[config.mk]
export PLATFORM = sky130hd
export DESIGN_NAME = led_status_arbiter
export DESIGN_NICKNAME = d
export VERILOG_FILES = /design/src/rtl/led_status_pkg.sv /design/src/rtl/led_status_arbiter_sec_tick_gen.sv /design/src/rtl/led_status_arbiter.sv
export SDC_FILE = /design/constraint.sdc
export NUM_CORES = 1
export LEC_CHECK = 0
export ABC_AREA = 0
export CORE_MARGIN = 3
export CORE_UTILIZATION = 50
export CTS_CLUSTER_SIZE = 30
export DETAILED_ROUTE_END_ITERATION = 12
export GPL_ROUTABILITY_DRIVEN = 0
export PLACE_DENSITY_LB_ADDON = 0.15
export SLEW_MARGIN = 0
export SYNTH_ARGS = -nofsm -noshare
export SYNTH_HDL_FRONTEND = slang
export SYNTH_SLANG_ARGS = --single-unit
export TNS_END_PERCENT = 5
[constraint.sdc]
create_clock -name clk -period 2.8 [get_ports clk]
set_input_delay 0.28 -clock clk [delete_from_list [all_inputs] [get_ports clk]]
set_output_delay 0.28 -clock clk [all_outputs]
set_load 0.1 [all_outputs]
[src/rtl/led_status_pkg.sv]
// Shared types and constants for the LED status arbiter: FSM states, source ids
// and the fixed-priority pick helper.
package led_status_pkg;

  localparam int N_REQ = 7;

  typedef enum logic [1:0] {
    IDLE = 2'd0,
    SHOW = 2'd1,
    GAP  = 2'd2
  } state_t;

  localparam logic [2:0] ID_FAULT    = 3'd0;
  localparam logic [2:0] ID_COIN     = 3'd1;
  localparam logic [2:0] ID_SELECT   = 3'd2;
  localparam logic [2:0] ID_DISPENSE = 3'd3;
  localparam logic [2:0] ID_CHANGE   = 3'd4;
  localparam logic [2:0] ID_SOLDOUT  = 3'd5;
  localparam logic [2:0] ID_DONE     = 3'd6;

  // Lowest set index wins; returns 0 for an empty vector.
  function automatic logic [2:0] prio_pick(input logic [N_REQ-1:0] p);
    logic [2:0] id;
    id = 3'd0;
    for (int i = N_REQ - 1; i >= 0; i--) begin
      if (p[i]) id = 3'(i);
    end
    return id;
  endfunction

endpackage

[src/rtl/led_status_arbiter_sec_tick_gen.sv]
// One-second tick generator: counts while enabled, emits a one-cycle tick on
// the terminal count, and restarts synchronously at every new grant.
module sec_tick_gen #(
  parameter int T_1S = 50_000_000
) (
  input  logic clk,
  input  logic rst,
  input  logic en,
  input  logic restart,
  output logic tick
);

  localparam int CW = $clog2(T_1S);
  localparam logic [CW-1:0] CNT_LAST = CW'(T_1S - 1);

  logic [CW-1:0] cnt;

  always_ff @(posedge clk or negedge rst) begin
    if (!rst) begin
      cnt <= '0;
    end else if (restart) begin
      cnt <= '0;
    end else if (en) begin
      cnt <= (cnt == CNT_LAST) ? '0 : cnt + CW'(1);
    end
  end

  assign tick = en && (cnt == CNT_LAST);

endmodule

[src/rtl/led_status_arbiter.sv]
// LED status arbiter: latches status requests, grants one at a time by fixed
// priority, holds each for HOLD_S seconds, and lets the fault source preempt.
module led_status_arbiter
  import led_status_pkg::*;
#(
  parameter int T_1S   = 50_000_000,
  parameter int HOLD_S = 3
) (
  input  logic             clk,
  input  logic             rst,
  input  logic [N_REQ-1:0] req,
  input  logic             clr,
  output logic [N_REQ-1:0] state_oh,
  output logic [2:0]       active_id,
  output logic             busy
);

  localparam int SW = $clog2(HOLD_S + 1);
  localparam logic [SW-1:0] SEC_LAST = SW'(HOLD_S - 1);

  state_t           state, state_n;
  logic [N_REQ-1:0] pend, pend_n, req_m, win_oh;
  logic [SW-1:0]    sec, sec_n;
  logic [2:0]       win;
  logic             grant, preempt, tick;
  logic [N_REQ-1:0] state_oh_n;
  logic [2:0]       active_id_n;
  logic             busy_n;

  sec_tick_gen #(.T_1S(T_1S)) u_tick (
    .clk     (clk),
    .rst     (rst),
    .en      (state == SHOW),
    .restart (grant),
    .tick    (tick)
  );

  always_ff @(posedge clk or negedge rst) begin
    if (!rst) state <= IDLE;
    else      state <= state_n;
  end

  // Next state plus the pending/second bookkeeping that rides along with it.
  always_comb begin
    state_n = state;
    grant   = 1'b0;
    preempt = 1'b0;
    win     = prio_pick(pend);
    win_oh  = N_REQ'(1) << win;
    req_m   = req;
    if (state == SHOW) req_m[active_id] = 1'b0;

    case (state)
      IDLE: begin
        if (pend != '0) begin
          state_n = SHOW;
          grant   = 1'b1;
        end
      end
      SHOW: begin
        if (pend[ID_FAULT] && active_id != ID_FAULT) begin
          state_n = GAP;
          preempt = 1'b1;
        end else if (tick && sec == SEC_LAST) begin
          state_n = GAP;
        end
      end
      GAP: begin
        if (pend != '0) begin
          state_n = SHOW;
          grant   = 1'b1;
        end else begin
          state_n = IDLE;
        end
      end
      default: state_n = IDLE;
    endcase

    if (clr) begin
      state_n = (state == SHOW) ? GAP : IDLE;
      grant   = 1'b0;
      preempt = 1'b0;
    end

    // Clearing the winner after merging requests swallows a req held across the grant edge.
    pend_n = pend | req_m;
    if (preempt) pend_n[active_id] = 1'b1;
    if (grant)   pend_n = pend_n & ~win_oh;
    if (clr)     pend_n = '0;

    sec_n = sec;
    if (state_n != SHOW || grant) sec_n = '0;
    else if (tick)                sec_n = sec + SW'(1);
  end

  always_comb begin
    state_oh_n  = '0;
    active_id_n = 3'd0;
    busy_n      = 1'b0;
    if (grant) begin
      state_oh_n  = win_oh;
      active_id_n = win;
      busy_n      = 1'b1;
    end else if (state_n == SHOW) begin
      state_oh_n  = state_oh;
      active_id_n = active_id;
      busy_n      = 1'b1;
    end
  end

  always_ff @(posedge clk or negedge rst) begin
    if (!rst) begin
      pend      <= '0;
      sec       <= '0;
      state_oh  <= '0;
      active_id <= 3'd0;
      busy      <= 1'b0;
    end else begin
      pend      <= pend_n;
      sec       <= sec_n;
      state_oh  <= state_oh_n;
      active_id <= active_id_n;
      busy      <= busy_n;
    end
  end

endmodule

==> After elaboration in Yosys (flattened, before gate mapping) <==
Cells that the tools add are included.
{ "word_totals": {"regBits": 48, "latch_bits": 0, "mem_bits_rw": 0, "rom_bits": 0, "input_bits": 10, "out_inout_bits": 11, "word_cells": 73, "mem_count": 0} }
{ "classes": {"n_addsub": 2, "multipliers": 0, "n_div": 0, "order_cmp": 2, "eq_ne": 7, "shift": 1, "mux": 37, "bitwise": 6, "n_reduce_logical": 11} }
{ "op_table": {"columns": ["cell", "count"], "rows": [
  ["$mux 26", 3],
  ["$mux 7", 6],
  ["$mux 3", 9],
  ["$add 26x1->26 const B", 1],
  ["$eq 26x26->1 const B", 1],
  ["$and 7x7->7", 2],
  ["$mux 2", 7],
  ["$not 7->7", 2],
  ["$or 7x7->7", 2],
  ["$mux 1", 10],
  ["$reduce_bool 7->1", 1],
  ["$shl 1x3->7 const A", 1],
  ["$pmux 2 s3", 1],
  ["$eq 2x1->1 const B", 2],
  ["$eq 2x2->1 const B", 2],
  ["$logic_and 1x1->1", 4],
  ["$lt 3x4->1 const B", 1],
  ["$reduce_bool 2->1", 2],
  ["$demux 1 s3", 1],
  ["$ge 3x1->1 const B", 1],
  ["$reduce_bool 3->1", 1],
  ["$add 2x1->2 const B", 1],
  ["$logic_not 2->1", 1],
  ["$ne 2x1->1 const B", 1],
  ["3 further kinds", 3]
]} }

==> Logic depth before layout (Yosys ltp) <==
{ "logic_depth": {"ltp_word": 13, "mapped_depth": 8, "mapped_depth_nobuf": 6} }

==> By module <==
A second synthesis with hierarchy kept.
{ "hier_totals": {"hier_cells": 282, "area_unflattened_um2": 2702.6} }
{ "by_module_without_submodules": {"columns": ["module", "n_inst", "cells_each", "area_per_inst_um2", "seq_area_each_um2"], "rows": [
  ["sec_tick_gen", 1, 173, 1551.5, 650.6],
  ["led_status_arbiter", 1, 109, 1151.1, 550.5]
]} }

==> Worst setup path before layout <==
OpenSTA, ideal clock, no wires.
{ "synth_path": {"kind": "reg-to-reg", "from": "register active_id[0]", "to": "register active_id[1]", "setup_time_ns": 0.072, "t_arrival_ns": 2.158, "t_required_ns": 2.728, "setup_slack_ns": 0.571, "path_stages_with_launch": 8, "n_path_buf": 2, "synth_period_minus_slack_ns": 2.229, "path_cell_list": "dfrtp_1 clkbuf_1 o31a_1 nor3_1 nand2_1 a31oi_1 buf_2 a32o_1"} }
{ "synth_via": {"elab_chain_len": 7} }
{ "synth_lines": {"columns": ["item", "line_no", "source"], "rows": [
  ["start, declared", "led_status_arbiter.sv:14", "output logic [2:0] active_id,"],
  ["start signal, assigned", "led_status_arbiter.sv:122", "active_id <= active_id_n;"],
  ["$reduce_bool 3->1", "led_status_arbiter.sv:61", "if (pend[ID_FAULT] && active_id != ID_FAULT) begin"],
  ["$logic_and 1x1->1", "led_status_arbiter.sv:61", null],
  ["$mux 2", "led_status_arbiter.sv:61", null],
  ["$pmux 2 s3", "led_status_arbiter.sv:53", "case (state)"],
  ["$mux 2", "led_status_arbiter.sv:79", "if (clr) begin"],
  ["$eq 2x1->1", "led_status_arbiter.sv:104", "end else if (state_n == SHOW) begin"],
  ["$ne 2x2->1 (no line)", null, null]
]} }
No other way between the ends.
A chain may end at the register's enable or synchronous reset.

==> Worst setup path after layout <==
{ "layout_path": {"from": "register u_tick.cnt[0]", "to": "register active_id[0]"} }
{ "layout_via": {"elab_chain_len": 9} }
{ "layout_lines": {"columns": ["item", "line_no", "source"], "rows": [
  ["start, declared", "led_status_arbiter_sec_tick_gen.sv:16", "logic [CW-1:0] cnt;"],
  ["start signal, assigned", "led_status_arbiter_sec_tick_gen.sv:24", "cnt <= (cnt == CNT_LAST) ? '0 : cnt + CW'(1);"],
  ["$eq 26x26->1", "led_status_arbiter_sec_tick_gen.sv:28", "assign tick = en && (cnt == CNT_LAST);"],
  ["$logic_and 1x1->1", "led_status_arbiter_sec_tick_gen.sv:28", null],
  ["$logic_and 1x1->1", "led_status_arbiter.sv:64", "end else if (tick && sec == SEC_LAST) begin"],
  ["$mux 2", "led_status_arbiter.sv:64", null],
  ["$mux 2", "led_status_arbiter.sv:61", null],
  ["$pmux 2 s3", "led_status_arbiter.sv:53", null],
  ["$mux 2", "led_status_arbiter.sv:79", null],
  ["$eq 2x1->1", "led_status_arbiter.sv:104", null],
  ["$ne 2x2->1 (no line)", null, null]
]} }
No other way between the ends.

==> results_dict.tcl <==
set metrics [dict create \
    power.density_nw_per_um2 643 \
    max_slew_margin_pct 27.7 \
    power_mw 1.90 \
    syn_avg_cell_area_sq_um 9.41 \
    fin_skew_ns 0.00623 \
    grt_use_met2_pct 30.0 \
    synth_cells 276 \
    rows 25 \
    grt_pass1_wl_um 10600 \
    die-area_sq_um 6090 \
    ys_seq_elements 48 \
    irDropWorstVdd_v 0.000388 \
    clk_latency_ns 0.29 \
    yosys_warnings 0 \
    p_leak_nw 1.24 \
    synth_top_cell_by_area "dfrtp_1" \
    crit_type "reg -> reg" \
    yosysTopAreaCellShare_pct 46.3 \
    rr_worst_depth 6 \
    routed_via_density 6.04 \
    place_area_sq_um 2860 \
    clk_path_buf_depth 2 \
    place_inst 358 \
    dp_hpwl_um 4340 \
    drt_iter0_markers 282 \
    core_sq_um 4880 \
    met3_usage_pct 3.33 \
    setup.worst_path.end "active_id[0]" \
    die_width_um 78.1 \
    grt_use_met1_pct 34.7 \
    syn_nets 288 \
    seqPwrFrac_pct 45.4 \
    fin_crit_ns 2.45 \
    finalMaxSlewViolations 0 \
    syn_to_final_growth_pct 13.9 \
    synthTopCellsByArea "dfrtp_1, nor2_1, nand2_1" \
    combPwrFrac_pct 32.6 \
    outcome "finished clean" \
    grt_max_degree 33 \
    antenna_left 0 \
    numCtsBuffers 5 \
    clock-root-buffer "clkbuf_8" \
    ios 21 \
    timing.hold.ws_ns 0.434 \
    crit_path_end_kind "flop" \
    seq_area_frac_synth_pct 46.3 \
    wl_um 6010 \
    fin_cells 367 \
    cp_data_required_time_ns 2.99 \
    start_util_pct 53.2 \
    finalCritPeriodShare_pct 87.4 \
    htreeDepth 2 \
    switching_power_uw 765 \
    clk_pin_slew_ns 0.09 \
    ys.flop_type "dfrtp_1" \
    diodes 0 \
    grt_pass1_vias 2147 \
    synth_edf_count 0 \
    fin_nets 311 \
    antenna_found_initial 0 \
    crit_start "u_tick.cnt[0]" \
    intPower_mw 1.14 \
    tightest_slew_ns 1.08 \
    ys_async_sr_fraction_pct 100 \
    ctsResizeCount 0 \
    port_buffers 20 \
    drive_gt1_share_pct 12.7 \
    grt_setup_unrepaired "no" \
    finalSetupViolations 0 \
    grt_most_used_layer "met1" \
    clock_sinks 48 \
    die_y_um 78.1 \
    pwr-share-clk_pct 22.0 \
    final_area_sq_um 2960 \
    synth_cell_types 58 \
    crit_fanout 12 \
    timing.setup.tns_ns 0 \
    worstPathArrival_ns 2.64 \
    worstHoldPathType "in -> async" \
    cts_tree "yes" \
    start_kind "flop" \
    wl_per_cell_um 16.4 \
    max_freq_mhz 409 \
    cts_setup_buffers 0 \
    route.detailed.drc 0 \
    r2r_slack_ns 0.35 \
    vias 2218 \
    swShare_pct 40.2 \
    fillers 433 \
    hold_violations 0 \
    crit-reg2reg-launch "u_tick.cnt[0]" \
    drv_cap 0 \
    gr-usage-all-layers_pct 21.6 \
    globalRouteOverflowTotal 0 \
    worstReg2RegEnd "active_id[0]" \
    dr.pass1.iters 4 \
    synth_area_sq_um 2600 \
]
[how the worst min path moves through the flow]
stage,start,endpoint,depth (start not counted)
floorplan,rst,active_id[0],0
global placement,rst,u_tick.cnt[4],1
detailed placement,rst,u_tick.cnt[4],1
CTS,rst,state[1],2
global route,rst,state[1],2
finish,rst,state[1],2
[logic make-up (layout without fill, tap and decap cells)]
group / Yosys count / after routing / share of synthesized area, %
adders and majority gates: 2 / 2 / 0.964
xor gates and xnor gates: 13 / 13 / 4.39
muxes: 4 / 4 / 1.69
buffers and inverters: 21 / 45 / 3.28
DFF: 48 / 48 / 46.3
AOI/OAI and AO/OA: 67 / 67 / 18.7
and+or+nand+nor: 121 / 121 / 24.8
[cell usage in the layout, fill, tap and decap left out, types with 3 or more instances in the layout]
cell type	instances
a21o_1	4
a21oi_1	11
a22o_1	4
a31oi_1	5
a32o_1	4
and4b_1	3
buf_4	20
clkbuf_8	6
clkdlybuf4s50_1	8
dfrtp_1	48
inv_1	7
mux2_2	3
nand2_1	22
nand3_1	8
nand4_1	10
nor2_1	33
nor2b_1	4
nor3_1	11
nor4_1	9
o211ai_1	6
o21ai_0	12
or4_1	5
xnor2_1	4
xor2_1	9
[cells in the mapped netlist, drive strengths merged (3+ instances only)]
library cell / n
xnor2: 4
buf: 4
a31oi: 5
nand2: 22
mux2: 3
nor4: 9
xor2: 9
and4b: 3
a32o: 4
a22o: 4
a21o: 4
or4: 5
nor2: 33
nor2b: 4
or2: 4
o211ai: 6
or3: 3
nor3: 11
o21ai: 12
nand3: 8
nand4: 11
inv: 7
clkbuf: 10
dfrtp: 48
a21oi: 11
[layout make-up]
| type | count | area [sq um] | area share (%) |
|---|---|---|---|
| flip-flops and latches | 48 | 1200 | 40.6 |
| repair buffers | 30 | 245 | 8.29 |
| clock buffers | 8 | 90.1 | 3.05 |
| well taps | 67 | 83.8 | 2.84 |
| inverters | 7 | 26.3 | 0.889 |
| multi-input cells | 207 | 1310 | 44.3 |
[state kept, by name, indices dropped and copies added (netlist names)]
register / count
busy: 1
state: 2
state_oh: 7
sec: 2
active_id: 3
u_tick.cnt: 26
pend: 7
[timing repair]
| item | in CTS | in global routing |
|---|---|---|
| hold endpoints to repair | 16 | 0 |
| endpoints found under the setup margin | 0 | 0 |
| hold buffers | 1 | 0 |
[critical path, cell delays in order (launching register included)]
cell     delay (ns)
dfrtp_1        0.45
ha_1           0.25
and4b_1        0.23
nand3_1        0.11
nor4_1         0.47
a31oi_1        0.46
a22o_1         0.37
[power by group through the flow]
| stage | Sequential [mW] | Combinational, mW | Clock (mW) |
|---|---|---|---|
| after global routing | 0.877 | 0.674 | 0.457 |
| after CTS | 0.860 | 0.622 | 0.428 |
| after detailed placement | 0.873 | 0.621 | 0 |
| after floorplan | 0.992 | 0.309 | 0 |
| final | 0.863 | 0.621 | 0.419 |
| after global placement | 0.872 | 0.613 | 0 |
[per-layer routing]
metal	part of all wire (%)	wire length (um)
met1	50	2990
met2	43	2600
met3	6.1	369
met4	0.73	44
met5	0	0
[through the flow]
| step | worst slack [ns] | utilization (%) |
|---|---|---|
| after floorplan | 0.571 | - |
| after global placement | 0.405 | 58.5 |
| after detailed placement | 0.381 | 58.5 |
| after CTS | 0.363 | 60.6 |
| after global routing | 0.0745 | 60.6 |
| final | 0.353 | 60.6 |
No activity file was read; power rests on OpenSTA's default activity.
